File: src/rtl/rule_match_pkg.sv
// -----------------------------------------------------------------------------
// rule_match_pkg
//   Shared types for the rule match classifier.
//   - state_t : controller states (IDLE, READ, WRITE, ERROR)
//   - rule_t  : one rule-table slot {en, value, mask}; mask bit 1 = don't-care
//   Rule value/mask fields are sized to RULE_W_MAX. Narrower data words are
//   zero-extended, so the unused upper bits always compare equal. DATA_W of
//   any user must not exceed RULE_W_MAX.
// -----------------------------------------------------------------------------
package rule_match_pkg;

    localparam int unsigned RULE_W_MAX = 32;

    typedef enum logic [1:0] {
        IDLE  = 2'd0,
        READ  = 2'd1,
        WRITE = 2'd2,
        ERROR = 2'd3
    } state_t;

    typedef struct packed {
        logic                  en;
        logic [RULE_W_MAX-1:0] value;
        logic [RULE_W_MAX-1:0] mask;
    } rule_t;

endpackage

File: src/rtl/rule_match_prio_enc.sv
// -----------------------------------------------------------------------------
// rule_match_prio_enc
//   Purely combinational rule matcher and priority encoder.
//   Ports:
//     i_rules  : rule table, one rule_t per slot
//     i_data   : zero-extended word to classify
//     o_match  : per-rule match vector (enabled and all cared bits equal)
//     o_idx    : lowest matching index, 0 when nothing matches
//     o_multi  : more than one rule matches
// -----------------------------------------------------------------------------
module rule_match_prio_enc
    import rule_match_pkg::*;
#(
    parameter int unsigned NUM_RULES = 4
) (
    input  rule_t [NUM_RULES-1:0]         i_rules,
    input  logic  [RULE_W_MAX-1:0]        i_data,
    output logic  [NUM_RULES-1:0]         o_match,
    output logic  [$clog2(NUM_RULES)-1:0] o_idx,
    output logic                          o_multi
);

    localparam int unsigned IDX_W = $clog2(NUM_RULES);

    always_comb begin
        o_match = '0;
        for (int unsigned i = 0; i < NUM_RULES; i++) begin
            o_match[i] = i_rules[i].en &&
                         (((i_data ^ i_rules[i].value) & ~i_rules[i].mask) == '0);
        end
    end

    // Scan from the top down so the lowest matching index is written last.
    always_comb begin
        o_idx = '0;
        for (int unsigned i = NUM_RULES; i > 0; i--) begin
            if (o_match[i-1]) begin
                o_idx = IDX_W'(i - 1);
            end
        end
    end

    // Clearing the lowest set bit leaves something only if two or more are set.
    assign o_multi = |(o_match & (o_match - NUM_RULES'(1)));

endmodule

File: src/rtl/rule_match_classifier.sv
// -----------------------------------------------------------------------------
// rule_match_classifier
//   Classifies one DATA_W word at a time against a programmable table of
//   NUM_RULES value/mask rules. Lowest matching enabled rule wins. One item in
//   flight: accept (IDLE) -> compare (READ) -> hold result (WRITE/ERROR) until
//   downstream takes it. Delivered hits are counted in a saturating counter.
//
//   Ports:
//     in_clk, in_rst       : clock, synchronous active-high reset
//     in_valid, in_data    : word to classify, accepted when out_ready=1
//     in_ready_dn          : downstream accepts the held result
//     in_cfg_we/idx/value/mask/en : rule-table write port (any state)
//     out_ready            : block is idle and can accept in_data
//     out_valid            : result held on out_hit/out_category/out_error
//     out_hit_cnt          : saturating count of delivered hits
//
//   Optional build macro RULE_UNIQUE_CHECK_EN: a multi-rule match goes to the
//   ERROR state and is delivered with out_error=1 (still a hit, lowest index).
//   Without it, ERROR is unreachable and out_error is constant 0.
// -----------------------------------------------------------------------------
module rule_match_classifier
    import rule_match_pkg::*;
#(
    parameter int unsigned DATA_W    = 8,
    parameter int unsigned NUM_RULES = 4,
    parameter int unsigned CNT_W     = 16
) (
    input  logic                         in_clk,
    input  logic                         in_rst,
    input  logic                         in_valid,
    input  logic                         in_ready_dn,
    input  logic [DATA_W-1:0]            in_data,
    input  logic                         in_cfg_we,
    input  logic [$clog2(NUM_RULES)-1:0] in_cfg_idx,
    input  logic [DATA_W-1:0]            in_cfg_value,
    input  logic [DATA_W-1:0]            in_cfg_mask,
    input  logic                         in_cfg_en,
    output logic                         out_ready,
    output logic                         out_valid,
    output logic                         out_hit,
    output logic [$clog2(NUM_RULES)-1:0] out_category,
    output logic                         out_error,
    output logic [CNT_W-1:0]             out_hit_cnt
);

    localparam int unsigned IDX_W = $clog2(NUM_RULES);

`ifdef RULE_UNIQUE_CHECK_EN
    localparam bit UNIQUE_EN = 1'b1;
`else
    localparam bit UNIQUE_EN = 1'b0;
`endif

    state_t                        r_state;
    state_t                        w_next;
    rule_t [NUM_RULES-1:0]         r_rules;
    logic  [DATA_W-1:0]            r_data;
    logic                          r_hit;
    logic  [IDX_W-1:0]             r_cat;
    logic  [CNT_W-1:0]             r_hit_cnt;

    logic  [RULE_W_MAX-1:0]        w_data_ext;
    logic  [NUM_RULES-1:0]         w_match;
    logic  [IDX_W-1:0]             w_idx;
    logic                          w_multi;
    logic                          w_any;
    logic                          w_accept;
    logic                          w_deliver;
    logic                          w_cfg_ok;

    // ------------------------------------------------------------------
    // Match / priority resolution on the latched word and current table
    // ------------------------------------------------------------------
    assign w_data_ext = RULE_W_MAX'(r_data);

    rule_match_prio_enc #(
        .NUM_RULES (NUM_RULES)
    ) u_prio_enc (
        .i_rules (r_rules),
        .i_data  (w_data_ext),
        .o_match (w_match),
        .o_idx   (w_idx),
        .o_multi (w_multi)
    );

    assign w_any = |w_match;

    // ------------------------------------------------------------------
    // FSM: state register
    // ------------------------------------------------------------------
    always_ff @(posedge in_clk) begin
        if (in_rst) begin
            r_state <= IDLE;
        end else begin
            r_state <= w_next;
        end
    end

    // ------------------------------------------------------------------
    // FSM: next-state logic
    // ------------------------------------------------------------------
    always_comb begin
        w_next = r_state;
        unique case (r_state)
            IDLE: begin
                if (in_valid) begin
                    w_next = READ;
                end
            end
            READ: begin
                w_next = (UNIQUE_EN && w_multi) ? ERROR : WRITE;
            end
            WRITE, ERROR: begin
                if (in_ready_dn) begin
                    w_next = IDLE;
                end
            end
            default: begin
                w_next = IDLE;
            end
        endcase
    end

    // ------------------------------------------------------------------
    // FSM: outputs decoded from the state register
    // ------------------------------------------------------------------
    always_comb begin
        out_ready = 1'b0;
        out_valid = 1'b0;
        unique case (r_state)
            IDLE:         out_ready = 1'b1;
            WRITE, ERROR: out_valid = 1'b1;
            default: begin
                out_ready = 1'b0;
                out_valid = 1'b0;
            end
        endcase
    end

    assign w_accept  = (r_state == IDLE) && in_valid;
    assign w_deliver = out_valid && in_ready_dn;

    // ------------------------------------------------------------------
    // Input word latch
    // ------------------------------------------------------------------
    always_ff @(posedge in_clk) begin
        if (in_rst) begin
            r_data <= '0;
        end else if (w_accept) begin
            r_data <= in_data;
        end
    end

    // ------------------------------------------------------------------
    // Result registers: loaded only in READ, held otherwise
    // ------------------------------------------------------------------
    always_ff @(posedge in_clk) begin
        if (in_rst) begin
            r_hit <= 1'b0;
            r_cat <= '0;
        end else if (r_state == READ) begin
            r_hit <= w_any;
            r_cat <= w_idx;
        end
    end

`ifdef RULE_UNIQUE_CHECK_EN
    logic r_error;

    always_ff @(posedge in_clk) begin
        if (in_rst) begin
            r_error <= 1'b0;
        end else if (r_state == READ) begin
            r_error <= w_multi;
        end
    end

    assign out_error = r_error;
`else
    assign out_error = 1'b0;
`endif

    assign out_hit      = r_hit;
    assign out_category = r_cat;

    // ------------------------------------------------------------------
    // Saturating hit counter, advanced when a hit result is taken
    // ------------------------------------------------------------------
    always_ff @(posedge in_clk) begin
        if (in_rst) begin
            r_hit_cnt <= '0;
        end else if (w_deliver && r_hit && (r_hit_cnt != '1)) begin
            r_hit_cnt <= r_hit_cnt + CNT_W'(1);
        end
    end

    assign out_hit_cnt = r_hit_cnt;

    // ------------------------------------------------------------------
    // Rule table. The comparison in READ sees the table before this edge,
    // so a write landing in the READ cycle only affects later words.
    // ------------------------------------------------------------------
    assign w_cfg_ok = in_cfg_we && (32'(in_cfg_idx) < NUM_RULES);

    always_ff @(posedge in_clk) begin
        if (in_rst) begin
            r_rules <= '0;
        end else if (w_cfg_ok) begin
            r_rules[in_cfg_idx] <= '{en:    in_cfg_en,
                                     value: RULE_W_MAX'(in_cfg_value),
                                     mask:  RULE_W_MAX'(in_cfg_mask)};
        end
    end

endmodule

File: config.mk
export PLATFORM = sky130hd
export DESIGN_NAME = rule_match_classifier
export DESIGN_NICKNAME = d
export VERILOG_FILES = /design/src/rtl/rule_match_pkg.sv /design/src/rtl/rule_match_prio_enc.sv /design/src/rtl/rule_match_classifier.sv
export SDC_FILE = /design/constraint.sdc
export NUM_CORES = 1
export LEC_CHECK = 0
export ABC_AREA = 1
export CORE_MARGIN = 2
export CORE_UTILIZATION = 40
export DETAILED_ROUTE_END_ITERATION = 10
export GPL_TIMING_DRIVEN = 1
export PLACE_DENSITY = 0.66
export SLEW_MARGIN = 30
export SYNTH_ARGS = -nofsm -noshare
export SYNTH_HDL_FRONTEND = slang
export SYNTH_HIERARCHICAL = 1
export SYNTH_SLANG_ARGS = --single-unit
export TNS_END_PERCENT = 1
File: constraint.sdc
create_clock -name in_clk -period 1.49 [get_ports in_clk]
set_clock_uncertainty 0.15 [all_clocks]
set_input_delay 0.298 -clock in_clk [delete_from_list [all_inputs] [get_ports in_clk]]
set_output_delay 0.298 -clock in_clk [all_outputs]
set_load 0.05 [all_outputs]
; ---- Yosys cells after proc, flatten, opt, wreduce, memory -nomap -nowiden
; Index checks and enable logic that the tools add are counted.
[classes]
mul = 0
addsub = 1
div = 0
n_lt_le_gt_ge = 2
n_bitwise = 12
reduce_logical = 17
shifts = 0
n_mux = 12
n_eq_ne = 6
[ops]
columns = cell, count
row1 = bitwise mux 260 bit, 1
row2 = demux 65 bit (select 2 bit), 1
row3 = AND 32 bit, 4
row4 = logical NOT 32 bit, 4
row5 = NOT 32 bit, 4
row6 = bitwise XOR 8 x 32 -> 32 bit, 4
row7 = two-way mux 65 bit, 1
row8 = adder 16 x 1 -> 16 bit (second input constant), 1
row9 = != test 16 bit (second input constant), 1
row10 = two-way mux 2 bit, 6
row11 = logical AND 1 bit, 9
row12 = one-hot mux 2 bit (3 select lines), 1
row13 = == test 2 bit (second input constant), 2
row14 = != test 2 bit (second input constant), 2
row15 = OR reduction 4 bit, 1
row16 = less-than comparator 2 x 3 -> 1 bit (second input constant), 1
row17 = == test 2 x 1 -> 1 bit (second input constant), 1
row18 = >= comparator 2 x 1 -> 1 bit (second input constant), 1
row19 = logical NOT 2 bit, 1
row20 = two-way mux 1 bit, 2
row21 = AND reduction 2 bit, 1
row22 = OR reduction 2 bit, 1
[word_totals]
memories = 0
rom_bits = 0
mem_bits_rw = 0
regBits = 289
output_inout_bits = 22
word_cells = 67
input_bits = 32
latch_bits = 0

; ---- Logic depth before layout (Yosys ltp)
[depth]
word_depth = 8
depth_mapped = 14
depth_no_buf = 13

; ---- By module
; The synthesis kept the hierarchy.
[modules_own_cells]
columns = module, n_inst, cells_per_inst, seq_area_each_um2, area_each_um2
row1 = rule_match_classifier, 1, 534, 1941.9, 4017.6
row2 = rule_match_prio_enc, 1, 653, 0.0, 2886.5

; ---- Worst setup path after synthesis
; Ideal clock, no wire load.
[synth_timing]
kind = reg2reg
from = register r_hit_cnt[1], in the netlist out_hit_cnt[1]
to = register r_hit_cnt[13], in the netlist out_hit_cnt[13]
required_time_ps = 1225
period_less_slack_ps = 1877
setup_slack_ps = -387
setup_ps = 115
path_stages_with_launch = 9
path_buffers = 0
t_arrival_ps = 1612
path_cell_list = dfxtp_1 -> ha_1 -> nand3_2 -> inv_2 -> nand3_1 -> nor2_1 -> nor2_1 -> nor2_1 -> nor2_1
[synth_via]
elab_chain_len = 2
elab_cells_between_ends = 3
cone_classes = 1 x add/sub / 1 x eq/ne / 1 x reduce/logical
[synth_rtl]
columns = element, line_no
row1 = "start, declared", rule_match_classifier.sv:60  ; logic [CNT_W-1:0] r_hit_cnt;
row2 = "start signal, assigned", rule_match_classifier.sv:193  ; r_hit_cnt <= r_hit_cnt + CNT_W'(1);
row3 = branches (longest 2 deep; another with adder 16 x 1 -> 16 bit), n/a
; Parallel ways; which one is timed is not known.
; A chain may end at the register's enable or synchronous reset.

; ---- Worst setup path in the final report
[layout_timing]
from = register r_data[7]
to = register r_hit, in the netlist out_hit
[layout_via]
elab_chain_len = 5
elab_cells_between_ends = 17
cone_classes = 8 x bitwise / 9 x reduce/logical
[layout_rtl]
columns = element, line_no
row1 = "start, declared", rule_match_classifier.sv:57  ; logic [DATA_W-1:0] r_data;
row2 = "start signal, assigned", rule_match_classifier.sv:150  ; r_data <= in_data;
row3 = bitwise XOR 8 x 32 -> 32 bit, rule_match_prio_enc.sv:29  ; (((i_data ^ i_rules[i].value) & ~i_rules[i].mask) == '0);
row4 = AND 32 bit, rule_match_prio_enc.sv:29
row5 = logical NOT 32 bit, rule_match_prio_enc.sv:29
row6 = logical AND 1 bit, rule_match_prio_enc.sv:28  ; o_match[i] = i_rules[i].en &&
row7 = via w_match[2], rule_match_classifier.sv:63  ; logic [NUM_RULES-1:0] w_match;
row8 = OR reduction 4 bit, rule_match_classifier.sv:86  ; assign w_any = |w_match;
row9 = "end signal, assigned", rule_match_classifier.sv:162  ; r_hit <= w_any;
row10 = "end, declared", rule_match_classifier.sv:58  ; logic r_hit;
; The timed path passes the listed nets, and every way through them passes these cells.

==> impl_metrics.env <==
export IMPL_outcome="finished with violations"
export IMPL_violations="setup timing"
export IMPL_cp_max_fo=4
export IMPL_grt_pass1_vias=6705
export IMPL_grt_pass1_wl_um=29770
export IMPL_p_leak_nw=5.285
export IMPL_cp_top_family="simple AND/OR/NAND/NOR gates"
export IMPL_core_area_um2=16700
export IMPL_crit_chain="buf_4 > xnor2_1 > o21ai_0 > nor2_1 > nand3_2 > inv_2 > nor4_4 > a21oi_1"
export IMPL_grt_start_max_net_pins=38
export IMPL_maxSlewViolCount=0
export IMPL_hold_path_class="in -> reg"
export IMPL_antenna_cells=0
export IMPL_final_layout_size_suffix_gt1_share_pct=12.68
export IMPL_post_drt_wl_per_cell_um=9.114
export IMPL_cts_sinks=97
export IMPL_critical_path_slowest_cell="dfxtp_2"
export IMPL_dp_slack_ns=-0.4469
export IMPL_rsz0062_at_grt="yes"
export IMPL_ir_worst_vdd_mv=0.7235
export IMPL_p_total_mw=6.870
export IMPL_utilization_pct=62.22
export IMPL_hold_viol_final=0
export IMPL_power_density_nw_per_um2=661.1
export IMPL_syn_cell_area_um2=6879
export IMPL_max_cap_violations=0
export IMPL_h_tree_depth=3
export IMPL_ant_nets=0
export IMPL_drtIter0Drc=296
export IMPL_start_kind="flip-flop"
export IMPL_final_cell_mix="423 x conb_1, 336 x nand2_1, 196 x nor2_1"
export IMPL_final_common_cell="conb_1"
export IMPL_crit_arrival_ns=1.81
export IMPL_clockBufferDepth=2
export IMPL_worst_path_buf_inv=2
export IMPL_port_buffers=52
export IMPL_post_drt_via_cell_ratio=3.946
export IMPL_crit_path_max_incr_delay_ns=0.34
export IMPL_final_setup_viol_count=3
export IMPL_die_area_um2=18260
export IMPL_crit_path_end_kind="flip-flop"
export IMPL_gp_congestion=0.8219
export IMPL_overflow=0
export IMPL_pin_count=54
export IMPL_dp_hpwl_um=13760
export IMPL_cts_buffers=9
export IMPL_required_ns=1.56
export IMPL_drc=0
export IMPL_worst_setup_path_type="reg -> reg"
export IMPL_die_h_um=135.1
export IMPL_syn_instance_count=1182
export IMPL_antenna_found_initial=0
export IMPL_syn_avg_cell_area_um2=5.820
export IMPL_row_count=47
export IMPL_final_nets=1739
export IMPL_setup_slack_ns=-0.2532
export IMPL_path_clk_slew_ns=0.07
export IMPL_post_route_period_util_pct=117.0
export IMPL_synthToLayoutAreaGrowth_pct=51.05
export IMPL_start_util_pct=41.19
export IMPL_hold_slack_ns=0.1978
export IMPL_num_vias=7620
export IMPL_chipWidth_um=135.1
export IMPL_clock_root_buffer="clkbuf_16"
export IMPL_first_pass_iters=4
export IMPL_cts_tree="yes"
export IMPL_clk_latency_ns=0.34
export IMPL_min_period_ns=1.743
export IMPL_totalWireLength_um=17600
export IMPL_fmax_mhz=573.7
export IMPL_synth_warnings=6
export IMPL_ctsHoldBuffers=0
export IMPL_grt_total_usage_pct=20.05
cell type report:
cell class	instances	area [um^2]
clock inverter	6	91.34
tap	220	275.3
fill	1628	6310
timing repair buffer	118	1338
sequential	97	1988
inverter	164	625.6
clock buffer	10	239.0
multi-input combinational	1316	5834
timing repair:
item / CTS / global route
gates resized for setup: 33 / 15
pin swaps: 22 / 19
setup buffers: 3 / 1
setup endpoints to repair: 17 / 52
registers in the layout, summed over array words and instances (netlist names):
name / count
out_category: 2
out_hit: 1
r_data: 8
out_hit_cnt: 16
r_state: 2
r_rules: 68
final timing paths:
kind                              from                   endpoint  slack [ns]  cells after the start
max             r_data[7]$_SDFFE_PP0P_       out_hit$_SDFFE_PP0N_       -0.25                      8
min                        in_ready_dn    r_state[1]$_SDFFE_PP0P_        0.20                      4
max reg2reg     r_data[7]$_SDFFE_PP0P_       out_hit$_SDFFE_PP0N_       -0.25                      8
min reg2reg  r_rules[199]$_SDFFE_PP0P_  r_rules[199]$_SDFFE_PP0P_        0.31                      2
worst reg2reg max path: cells and delay by family (launching register included):
kind,cells,cell delay [ns]
AND/OR/NAND/NOR,3,0.52
flip-flops,1,0.34
AO/OA/AOI/OAI,2,0.30
buffers and inverters,2,0.19
XOR/XNOR,1,0.12
report_power, final:
part           internal [mW]  switching (mW)
logic                  0.631           0.895
registers               2.70          0.0931
clock network           1.52            1.02
per-stage QoR:
step	std cells	TNS (ns)	cell area, um^2
floorplan	1604	-0.3817	8497
global placement	1912	-25.11	9902
detailed placement	1912	-26.31	9902
CTS	1930	-0.8585	10330
global route	1931	-1.716	10390
finish	1931	-0.7235	10390
layer usage:
layer | GRT usage [%] | vias up | share of wire [%]
met4 | 4.456 | 0 | 1.1
li1 | - | 4321 | -
met3 | 2.095 | 20 | 3.0
met2 | 35.93 | 108 | 48
met1 | 26.02 | 3171 | 48
met5 | 0 | - | 0
Power figures use the tool's default switching activity.
